`config.mk`:
```
export PLATFORM = sky130hd
export DESIGN_NAME = cond_sum_subtractor_pipe
export DESIGN_NICKNAME = d
export VERILOG_FILES = /design/src/rtl/cond_sum_subtractor_pipe.sv
export SDC_FILE = /design/constraint.sdc
export NUM_CORES = 1
export LEC_CHECK = 0
export ABC_AREA = 1
export BUFFER_PORTS_ARGS = -buffer_cell sky130_fd_sc_hd__buf_2
export CAP_MARGIN = 30
export CORE_ASPECT_RATIO = 1.5
export CORE_MARGIN = 5
export CORE_UTILIZATION = 30
export CTS_CLUSTER_SIZE = 8
export DETAILED_ROUTE_END_ITERATION = 10
export PLACE_DENSITY_LB_ADDON = 0.25
export SLEW_MARGIN = 20
export SYNTH_ARGS = -nofsm -noshare
export SYNTH_HDL_FRONTEND = slang
export SYNTH_SLANG_ARGS = --single-unit
```
`constraint.sdc`:
```
create_clock -name clk -period 2.8 [get_ports clk]
set_input_delay 0.14 -clock clk [delete_from_list [all_inputs] [get_ports clk]]
set_output_delay 0.14 -clock clk [all_outputs]
set_load 0.01 [all_outputs]
```
`src/rtl/cond_sum_subtractor_pipe.sv`:
```
// rtl/cond_sum_subtractor_pipe.sv - 2-stage conditional-sum subtractor (a - b - bin) with valid/ready.
// Optional macro CSS_SATURATE_EN: clamp diff to the signed limit on overflow.
module cond_sum_subtractor_pipe #(
  parameter int WIDTH = 16
) (
  input  logic             clk,
  input  logic             rst_n,
  input  logic             in_valid,
  output logic             in_ready,
  input  logic [WIDTH-1:0] a,
  input  logic [WIDTH-1:0] b,
  input  logic             bin,
  output logic             out_valid,
  input  logic             out_ready,
  output logic [WIDTH-1:0] diff,
  output logic             bout,
  output logic             ovf
);
  localparam int H = WIDTH / 2;

  logic         s1_valid;
  logic [H-1:0] lo_sum;
  logic         c_lo;
  logic [H:0]   hi0;
  logic [H:0]   hi1;
  logic         a_msb;
  logic         b_msb;

  logic s1_load;
  logic s2_load;

  assign in_ready = ~s1_valid | ~out_valid | out_ready;
  assign s1_load  = in_valid & in_ready;
  assign s2_load  = s1_valid & (~out_valid | out_ready);

  // Subtraction as a + ~b + ~bin; high half precomputed for both carry-ins.
  logic [H:0] lo_full;
  logic [H:0] hi0_c;
  logic [H:0] hi1_c;

  assign lo_full = {1'b0, a[H-1:0]} + {1'b0, ~b[H-1:0]} + {{H{1'b0}}, ~bin};
  assign hi0_c   = {1'b0, a[WIDTH-1:H]} + {1'b0, ~b[WIDTH-1:H]};
  assign hi1_c   = hi0_c + {{H{1'b0}}, 1'b1};

  always_ff @(posedge clk or negedge rst_n) begin
    if (!rst_n) begin
      s1_valid <= 1'b0;
      lo_sum   <= '0;
      c_lo     <= 1'b0;
      hi0      <= '0;
      hi1      <= '0;
      a_msb    <= 1'b0;
      b_msb    <= 1'b0;
    end else begin
      if (s1_load) begin
        s1_valid <= 1'b1;
        lo_sum   <= lo_full[H-1:0];
        c_lo     <= lo_full[H];
        hi0      <= hi0_c;
        hi1      <= hi1_c;
        a_msb    <= a[WIDTH-1];
        b_msb    <= b[WIDTH-1];
      end else if (s2_load) begin
        s1_valid <= 1'b0;
      end
    end
  end

  // Stage 2 selects the high half by the low carry: a mux, not a ripple.
  logic [H:0]       high;
  logic [WIDTH-1:0] diff_raw;
  logic [WIDTH-1:0] diff_next;
  logic             ovf_next;

  assign high     = c_lo ? hi1 : hi0;
  assign diff_raw = {high[H-1:0], lo_sum};
  assign ovf_next = (a_msb != b_msb) & (diff_raw[WIDTH-1] != a_msb);

`ifdef CSS_SATURATE_EN
  always_comb begin
    diff_next = diff_raw;
    if (ovf_next)
      diff_next = a_msb ? {1'b1, {(WIDTH-1){1'b0}}} : {1'b0, {(WIDTH-1){1'b1}}};
  end
`else
  assign diff_next = diff_raw;
`endif

  always_ff @(posedge clk or negedge rst_n) begin
    if (!rst_n) begin
      out_valid <= 1'b0;
      diff      <= '0;
      bout      <= 1'b0;
      ovf       <= 1'b0;
    end else begin
      if (s2_load) begin
        out_valid <= 1'b1;
        diff      <= diff_next;
        bout      <= ~high[H];
        ovf       <= ovf_next;
      end else if (out_ready) begin
        out_valid <= 1'b0;
      end
    end
  end
endmodule

```
==> results of run 1 <==
[kinds of logic after synthesis]
group / count (synthesis)
flops: 49
xor+xnor: 2
compound gates: 55
fa+ha+maj: 19
buf+inv: 73
simple gates: 179
[cell usage in the layout (no fill, tap or decap), drive strengths merged]
master / count
nand2: 117
inv: 60
buf: 59
dfrtp: 49
o21ai: 29
nor2: 28
nand3: 25
ha: 16
a21oi: 13
a31oi: 8
nand4: 5
clkbuf: 5
clkinv: 4
fa: 3
o22ai: 2
nand3b: 2
or2: 1
xor2: 1
o21bai: 1
nor3: 1
o31ai: 1
xnor2: 1
o211ai: 1
bufinv: 1
dlygate4sd3: 1
[power by group]
group,internal (mW),switching [mW]
Clock,0.415,0.243
Combinational,0.236,0.365
Sequential,0.861,0.0801
[flip-flops by register name, summed over array words and instances (netlist names)]
signal / cells
c_lo: 1
lo_sum: 8
b_msb: 1
out_valid: 1
s1_valid: 1
ovf: 1
bout: 1
hi0: 9
diff: 16
hi1: 9
a_msb: 1
[worst max-delay path by stage]
stage,startpoint,endpoint,depth (start not counted)
global route,out_valid,diff[11],5
floorplan,b[8],hi1[8],13
detailed placement,b[8],hi1[8],14
finish,out_valid,diff[9],5
CTS,out_valid,diff[9],5
global placement,b[8],hi1[8],14
[cell usage after synthesis]
| master | count | area (µm²) |
|---|---|---|
| nand4_1 | 5 | 31.3 |
| a21oi_1 | 13 | 65.1 |
| o21ai_0 | 22 | 110 |
| nor2_4 | 1 | 11.3 |
| nor2_1 | 25 | 93.8 |
| inv_1 | 58 | 218 |
| nand2_4 | 4 | 45.0 |
| o21ai_1 | 7 | 35.0 |
| xor2_1 | 1 | 8.76 |
| nand3_1 | 21 | 105 |
| inv_2 | 2 | 7.51 |
| buf_2 | 3 | 15.0 |
| clkbuf_8 | 1 | 13.8 |
| buf_6 | 2 | 22.5 |
| o22ai_1 | 2 | 12.5 |
| fa_1 | 3 | 60.1 |
| clkbuf_1 | 4 | 15.0 |
| nand3b_1 | 2 | 15.0 |
| o31ai_1 | 1 | 7.51 |
| nand2_2 | 5 | 31.3 |
| nand2_1 | 108 | 405 |
| a31oi_1 | 8 | 50.1 |
| clkinv_1 | 3 | 11.3 |
| nor2_2 | 1 | 6.26 |
| ha_1 | 16 | 200 |
| nor3_4 | 1 | 16.3 |
| nand3_2 | 4 | 40.0 |
| xnor2_1 | 1 | 8.76 |
| nor2_8 | 1 | 20.0 |
| o211ai_1 | 1 | 7.51 |
| or2_1 | 1 | 6.26 |
| o21bai_1 | 1 | 7.51 |
| dfrtp_1 | 49 | 1230 |
[worst register-to-register path, stage by stage, from the launching register on]
cell and delay, ns:
dfrtp_1 0.34, nand2_1 0.08, nand2_1 0.41, clkinv_1 0.54, nor2_1 0.24, a31oi_1 0.06
[layout make-up]
cell class	count	area [µm²]	share of cell area, %
Sequential cell	49	1230	35.2
Clock buffer	5	125	3.59
Tap cell	115	144	4.13
Timing Repair Buffer	60	313	8.98
Inverter	63	236	6.79
Clock inverter	2	35.0	1.01
Multi-Input combinational cell	255	1400	40.3
[per-stage QoR]
step           setup slack, ns  power, mW  area (µm²)
6_report                 0.991       2.20        3480
5_1_grt                  0.661       2.38        3480
4_1_cts                  0.896       2.24        3480
3_5_place_dp             0.766       1.57        3310
3_3_place_gp             0.848       1.56        3310
2_1_floorplan             1.03       1.36        2930
[what timing repair did]
item                      4_1_cts  5_1_grt
hold buffers                    1        0
hold endpoints to repair       49        0
setup buffers                   0        0
[metal layers]
metal  up-vias  GRT usage (%)  wire (µm)
met5         -              0          0
met4         0           3.42         68
met3         6           2.23        263
met2        44           20.7       3230
met1      1091           13.1       2620
li1       1301              -          -
==> impl_metrics.tcl, run 1 <==
set metrics [dict create \
    syn_area_per_cell_um2 7.77 \
    drt-initial-drc-count 96 \
    worstHoldStart "in_valid" \
    synthCells 377 \
    critPathLaunchType "flip-flop" \
    synthSimpleGateAreaFrac_pct 28.2 \
    r2r_end "diff[9]" \
    grt_max_degree 50 \
    clock_skew_ns 0.00706 \
    r2r_start "out_valid" \
    ys_seq_elements 49 \
    drt-pass1-iter-count 4 \
    grt-ovfl-total 0 \
    crit_type "reg -> reg" \
    fin_nets 490 \
    clock_sinks 49 \
    diodes 0 \
    worstHoldEndpoint "s1_valid" \
    track_usage_pct 11.2 \
    drt_wl_total_mm 6.18 \
    cts.clk_slew.worst_paths_ns 0.06 \
    antenna_found_initial 0 \
    p_per_area_mw_per_mm2 632 \
    cts_root_buffer "clkbuf_16" \
    dp_hpwl_mm 4.85 \
    cp_slowest_cell "clkinv_1" \
    synth_top_family_by_area "simple AND/OR/NAND/NOR gates" \
    netlist_area_mm2 0.00293 \
    synth-xor-area-share_pct 0.598 \
    whs_ns 0.0691 \
    core_mm2 0.00963 \
    slowest_delay_ns 0.54 \
    hold_viol 0 \
    cts-buffers-inserted 5 \
    avgRoutedWirePerCell_um 11.3 \
    first_global_vias 2420 \
    io_buffers 56 \
    critical-path-top-delay-family "simple AND/OR/NAND/NOR gates" \
    setup_viol 0 \
    vdd_ir_drop_max_mv 0.403 \
    fin_cells 549 \
    die_area_mm2 0.0119 \
    hold_path_class "in -> reg" \
    nFillCells 1014 \
    synth_adder_area_share_pct 8.89 \
    synth.mux.area_fraction_pct 0 \
    end_kind "flip-flop" \
    postCtsResizedCells 0 \
    critical_path_arrival_ns 1.95 \
    crit_required_ns 2.95 \
    worstPathCellList "nand2_1 -> nand2_1 -> clkinv_1 -> nor2_1 -> a31oi_1" \
    synthesis.nets 433 \
    min_path_cells 3 \
    ctsLongestPathBuffers 2 \
    post-place-cells 541 \
    setup_tns_ns 0 \
    route.vias.total 2442 \
    drcViolationCount 0 \
    die_height_um 131 \
    viasPerCell 4.45 \
    synth_compound_area_share_pct 10.1 \
    fin_crit_ns 1.81 \
    area_growth_syn_to_layout_pct 18.9 \
    utilization_pct 36.1 \
    relSlewSlack_pct 59.0 \
    cts_tree "yes" \
    timing.fmax_ghz 0.553 \
    ios 57 \
    h-tree-depth 2 \
    r2r_cells 5 \
    grt_first_pass_wirelength_mm 11.0 \
    crit_fanout 20 \
    ys_warn_count 0 \
    crit_top_cell "nand2_1" \
    maxCapViolations 0 \
    rows 44 \
    timing.final.crit_share_pct 64.6 \
    antenna_left 0 \
    regToRegSetupSlack_ns 0.99 \
    clk_latency_ns 0.28 \
    outcome "finished clean" \
    p_leak_nw 1.87 \
    synth_cell_type_count 33 \
    initial_core_util_pct 30.4 \
    drive_gt1_share_pct 19.8 \
    rsz0062_at_grt "false" \
    die_x_um 90.7 \
    tightest_slew_ns 0.614 \
    path_buf_inv 1 \
    maxSlewViolCount 0 \
    place_congestion 0.783 \
    ys_seq_area_share_pct 41.9 \
]
(Power assumes the default switching activity.)
==> run 2, diff against run 1 <==
==> constraint.sdc (replaced) <==
create_clock -name clk -period 1.85 [get_ports clk]
set_input_delay 0.0925 -clock clk [delete_from_list [all_inputs] [get_ports clk]]
set_output_delay 0.0925 -clock clk [all_outputs]
set_load 0.01 [all_outputs]
==> impl_metrics.tcl, run 2 (synthesis results as in run 1) <==
set metrics [dict create \
    critical_path_arrival_ns 1.77 \
    rsz0062_at_grt "false" \
    antenna_left 0 \
    vdd_ir_drop_max_mv 0.642 \
    maxSlewViolCount 0 \
    h-tree-depth 2 \
    cp_slowest_cell "fa_1" \
    avgRoutedWirePerCell_um 11.1 \
    die_area_mm2 0.0119 \
    multiInputGateArea_mm2 0.00140 \
    cts_root_buffer "clkbuf_16" \
    die_height_um 131 \
    drt-pass1-iter-count 4 \
    drcViolationCount 0 \
    end_kind "flip-flop" \
    timing.final.crit_share_pct 86.2 \
    postCtsResizedCells 0 \
    ctsLongestPathBuffers 2 \
    area_growth_syn_to_layout_pct 22.6 \
    top_regs "diff x16, hi0 x9, hi1 x9" \
    clock_skew_ns 0.00363 \
    cts-buffers-inserted 5 \
    maxCapViolations 0 \
    crit_required_ns 2.02 \
    r2r_start "out_valid" \
    ctsHoldBuffers 1 \
    final_cell_mix "108 x nand2_1, 58 x inv_1, 56 x buf_2" \
    ios 57 \
    setup_viol 0 \
    initial_core_util_pct 30.4 \
    clock_sinks 49 \
    cts_tree "yes" \
    fin_nets 501 \
    postCtsSetupBuffers 0 \
    die_x_um 90.7 \
    place_worst_setup_slack_ns -0.0773 \
    worstHoldStart "in_valid" \
    crit_fanout 3 \
    outcome "finished clean" \
    hold_viol 0 \
    grt_max_degree 50 \
    slowest_delay_ns 0.45 \
    worstPathCellList "buf_2 -> inv_1 -> ha_1 -> inv_1 -> fa_1 -> inv_1 -> ha_1 -> inv_1 -> nor2_8 -> nand3_2 -> nor2_2 -> nand3_1 -> nand3_1 -> nand2_1" \
    p_leak_nw 1.94 \
    route.vias.total 2507 \
    utilization_pct 37.3 \
    crit_type "in -> reg" \
    diodes 0 \
    cp-startpoint "b[8]" \
    critPathLaunchType "input port" \
    drt-initial-drc-count 113 \
    track_usage_pct 11.0 \
    setup_ws_ns 0.255 \
    tightest_slew_ns 0.626 \
    crit_top_cell "inv_1" \
    viasPerCell 4.47 \
    dp_hpwl_mm 4.90 \
    clk_latency_ns 0.28 \
    nFillCells 1031 \
    grt-ovfl-total 0 \
    antenna_found_initial 0 \
    drt_wl_total_mm 6.24 \
    hold_path_class "in -> reg" \
    core_mm2 0.00963 \
    largest_register "diff" \
    drive_gt1_share_pct 21.7 \
    cts.clk_slew.worst_paths_ns 0.06 \
    p_per_area_mw_per_mm2 952 \
    rows 44 \
    largest_reg_flops 16 \
    fin_crit_ns 1.59 \
    mostFrequentLayoutCell "nand2_1" \
    first_global_vias 2399 \
    place_congestion 0.769 \
    grt_first_pass_wirelength_mm 10.9 \
    relSlewSlack_pct 58.2 \
    timing.fmax_ghz 0.627 \
    ff_latch_area_mm2 0.00123 \
    io_buffers 56 \
]
[run 2: cell count changes in the layout (fill, tap and decap cells not counted)]
| cell | previous run | this run |
|---|---|---|
| buf_12 | 0 | 1 |
| buf_4 | 3 | 13 |
| clkbuf_1 | 0 | 1 |
| clkbuf_8 | 0 | 1 |
| clkinv_2 | 1 | 0 |
[run 2: per-layer routing]
metal / vias up / routed length (µm) / GRT usage, %
li1: 1326 / - / -
met1: 1130 / 2710 / 12.9
met2: 46 / 3220 / 20.2
met3: 5 / 256 / 2.35
met4: 0 / 53 / 2.89
met5: - / 0 / 0
[run 2: final timing paths]
| kind | end | slack (ns) | cells after the start |
|---|---|---|---|
| setup / recovery | hi1[8] | 0.26 | 14 |
| min in group asynchronous | out_valid | 0.45 | 3 |
| max in group asynchronous | c_lo | 0.98 | 3 |
| hold reg to reg | out_valid | 0.47 | 2 |
| hold / removal | s1_valid | 0.02 | 3 |
| setup reg to reg | hi1[6] | 0.41 | 8 |
[run 2: area by class of cell]
cell class	count	share of cell area [%]
clock inverters	1	0.837
flip-flops and latches	49	34.2
multi-input cells	255	39.1
well taps	115	4.01
clock buffers	7	3.97
inverters	63	6.59
repair buffers	71	11.4
[run 2: metrics by stage]
step	TNS, ns	cell area [µm²]	total power [mW]	instances	hold WS (ns)
after floorplan	0	2930	2.06	377	-0.203
after global placement	-0.0251	3410	2.40	552	0.237
after detailed placement	-0.105	3410	2.42	552	0.242
after CTS	0	3590	3.48	561	0.0142
after global routing	0	3590	3.68	561	0.0408
final	0	3590	3.42	561	0.0209
[run 2: power breakdown]
group	total, mW	switching (mW)	leakage (nW)	internal, mW
registers	1.42	0.115	0.591	1.30
logic	0.960	0.570	1.26	0.390
clock network	1.04	0.365	0.0841	0.675
[run 2: worst max-delay path: cells and delay by family]
kind                       cells  cell delay (ns)
adders and majority gates      3             0.75
buffers and inverters          5             0.37
and+or+nand+nor                6             0.55
==> run 3, diff against run 2 <==
--- a/config.mk
+++ b/config.mk
@@ -8,12 +8,12 @@
 export ABC_AREA = 1
 export BUFFER_PORTS_ARGS = -buffer_cell sky130_fd_sc_hd__buf_2
 export CAP_MARGIN = 30
-export CORE_ASPECT_RATIO = 1.5
 export CORE_MARGIN = 5
 export CORE_UTILIZATION = 30
 export CTS_CLUSTER_SIZE = 8
 export DETAILED_ROUTE_END_ITERATION = 10
 export PLACE_DENSITY_LB_ADDON = 0.25
+export REMOVE_ABC_BUFFERS = 1
 export SLEW_MARGIN = 20
 export SYNTH_ARGS = -nofsm -noshare
 export SYNTH_HDL_FRONTEND = slang
==> impl_metrics.tcl, run 3 (synthesis results as in run 1) <==
set metrics [dict create \
    outcome "finished clean" \
    top_regs "diff x16, hi0 x9, hi1 x9" \
    largest_register "diff" \
    clock_skew_ns 0.00372 \
    rows 36 \
    antenna_found_initial 0 \
    crit_type "in -> reg" \
    antenna_left 0 \
    avgRoutedWirePerCell_um 10.8 \
    cts_root_buffer "clkbuf_8" \
    critical_path_arrival_ns 1.84 \
    timing.fmax_ghz 0.620 \
    first_global_vias 2303 \
    mostFrequentLayoutCell "nand2_1" \
    area_growth_syn_to_layout_pct 20.2 \
    relSlewSlack_pct 67.3 \
    fin_nets 498 \
    drcViolationCount 0 \
    core_mm2 0.00964 \
    crit_fanout 3 \
    initial_core_util_pct 30.4 \
    drt-pass1-iter-count 4 \
    hold_viol 0 \
    hold_path_class "in -> reg" \
    end_kind "flip-flop" \
    drt-initial-drc-count 142 \
    grt_first_pass_wirelength_mm 10.6 \
    route.vias.total 2424 \
    h-tree-depth 2 \
    timing.final.crit_share_pct 87.2 \
    p_leak_nw 1.89 \
    ios 57 \
    multiInputGateArea_mm2 0.00140 \
    viasPerCell 4.21 \
    cts-buffers-inserted 5 \
    die_area_mm2 0.0118 \
    fin_crit_ns 1.61 \
    largest_reg_flops 16 \
    grt_max_degree 29 \
    die_x_um 109 \
    final_cell_mix "108 x nand2_1, 58 x inv_1, 56 x buf_2" \
    clock_sinks 49 \
    placed_cell_area_mm2 0.00339 \
    grt-ovfl-total 0 \
    drive_gt1_share_pct 21.2 \
    nFillCells 1056 \
    p_per_area_mw_per_mm2 891 \
    crit_required_ns 2.08 \
    maxSlewViolCount 0 \
    critPathLaunchType "input port" \
    rsz0062_at_grt "false" \
    track_usage_pct 11.0 \
    clk_latency_ns 0.30 \
    cts.clk_slew.worst_paths_ns 0.08 \
    die_height_um 109 \
    ff_latch_area_mm2 0.00123 \
    place_congestion 0.788 \
    ctsLongestPathBuffers 2 \
    total_power_mw 3.14 \
    setup_viol 0 \
    maxCapViolations 0 \
    drt_wl_total_mm 6.23 \
    cts_tree "yes" \
    dp_hpwl_mm 4.92 \
    vdd_ir_drop_max_mv 0.305 \
    tightest_slew_ns 0.487 \
    diodes 0 \
    io_buffers 56 \
    stdcell_area_mm2 0.00352 \
]
## run 3: cell types whose count changed in the layout (fill, tap and decap cells not counted)
cell,change
clkbuf_8,+5
clkbuf_16,-5
buf_4,-2
buf_12,-1
## run 3: final timing paths
kind / from / end / slack, ns / depth (start not counted)
worst max-delay path: a[0] / lo_sum[6] / 0.24 / 12
worst min-delay path: in_valid / s1_valid / 0.02 / 3
worst max register to register: out_valid / hi0[8] / 0.42 / 6
worst min register to register: lo_sum[7] / diff[7] / 0.47 / 2
max in group asynchronous: rst_n / bout / 1.02 / 3
min in group asynchronous: rst_n / hi0[1] / 0.25 / 2
## run 3: metal layers
metal	part of all wire [%]	routed length (µm)	vias up	global-route usage, %
li1	-	-	1325	-
met1	51	3160	1057	15.3
met2	45	2810	35	17.9
met3	3.0	186	7	1.66
met4	1.1	70	0	3.25
met5	0	0	-	0
## run 3: power by group
| group | switching (mW) | internal, mW |
|---|---|---|
| logic | 0.562 | 0.372 |
| registers | 0.120 | 1.30 |
| clock network | 0.341 | 0.441 |
## run 3: area by class of cell
class	count	share of cell area (%)
timing repair buffer	68	10.6
tap	133	4.73
clock buffer	7	2.45
sequential	49	34.8
clock inverter	1	0.853
inverter	63	6.72
multi-input combinational	255	39.8
## run 3: repair_timing
action                                  in CTS  in global routing
buffers inserted                             0                  0
hold buffers                                 1                  0
endpoints found under the setup margin       0                  0
hold endpoints to repair                    16                  0
gates resized for setup                      0                  0
## run 3: through the flow
stage / hold slack (ns) / utilization, % / setup WS, ns / setup TNS (ns) / instances
2_1_floorplan: -0.203 / - / -0.655 / -11.18 / 367
3_3_place_gp: 0.0468 / 35.2 / -0.0220 / -0.0254 / 567
3_5_place_dp: 0.0488 / 35.2 / -0.0818 / -0.173 / 567
4_1_cts: 0.0147 / 36.5 / 0.232 / 0 / 576
5_1_grt: 0.0178 / 36.5 / 0.0230 / 0 / 576
6_report: 0.0182 / 36.5 / 0.237 / 0 / 576
## run 3: critical path: stages
cell and delay, ns:
buf_2 0.11, fa_1 0.46, fa_1 0.41, nand3_1 0.09
nand3_1 0.11, nand2_1 0.10, nand2_1 0.05, nand2_1 0.05
nand2_1 0.06, a21oi_1 0.12, o21ai_0 0.11, o21ai_1 0.08
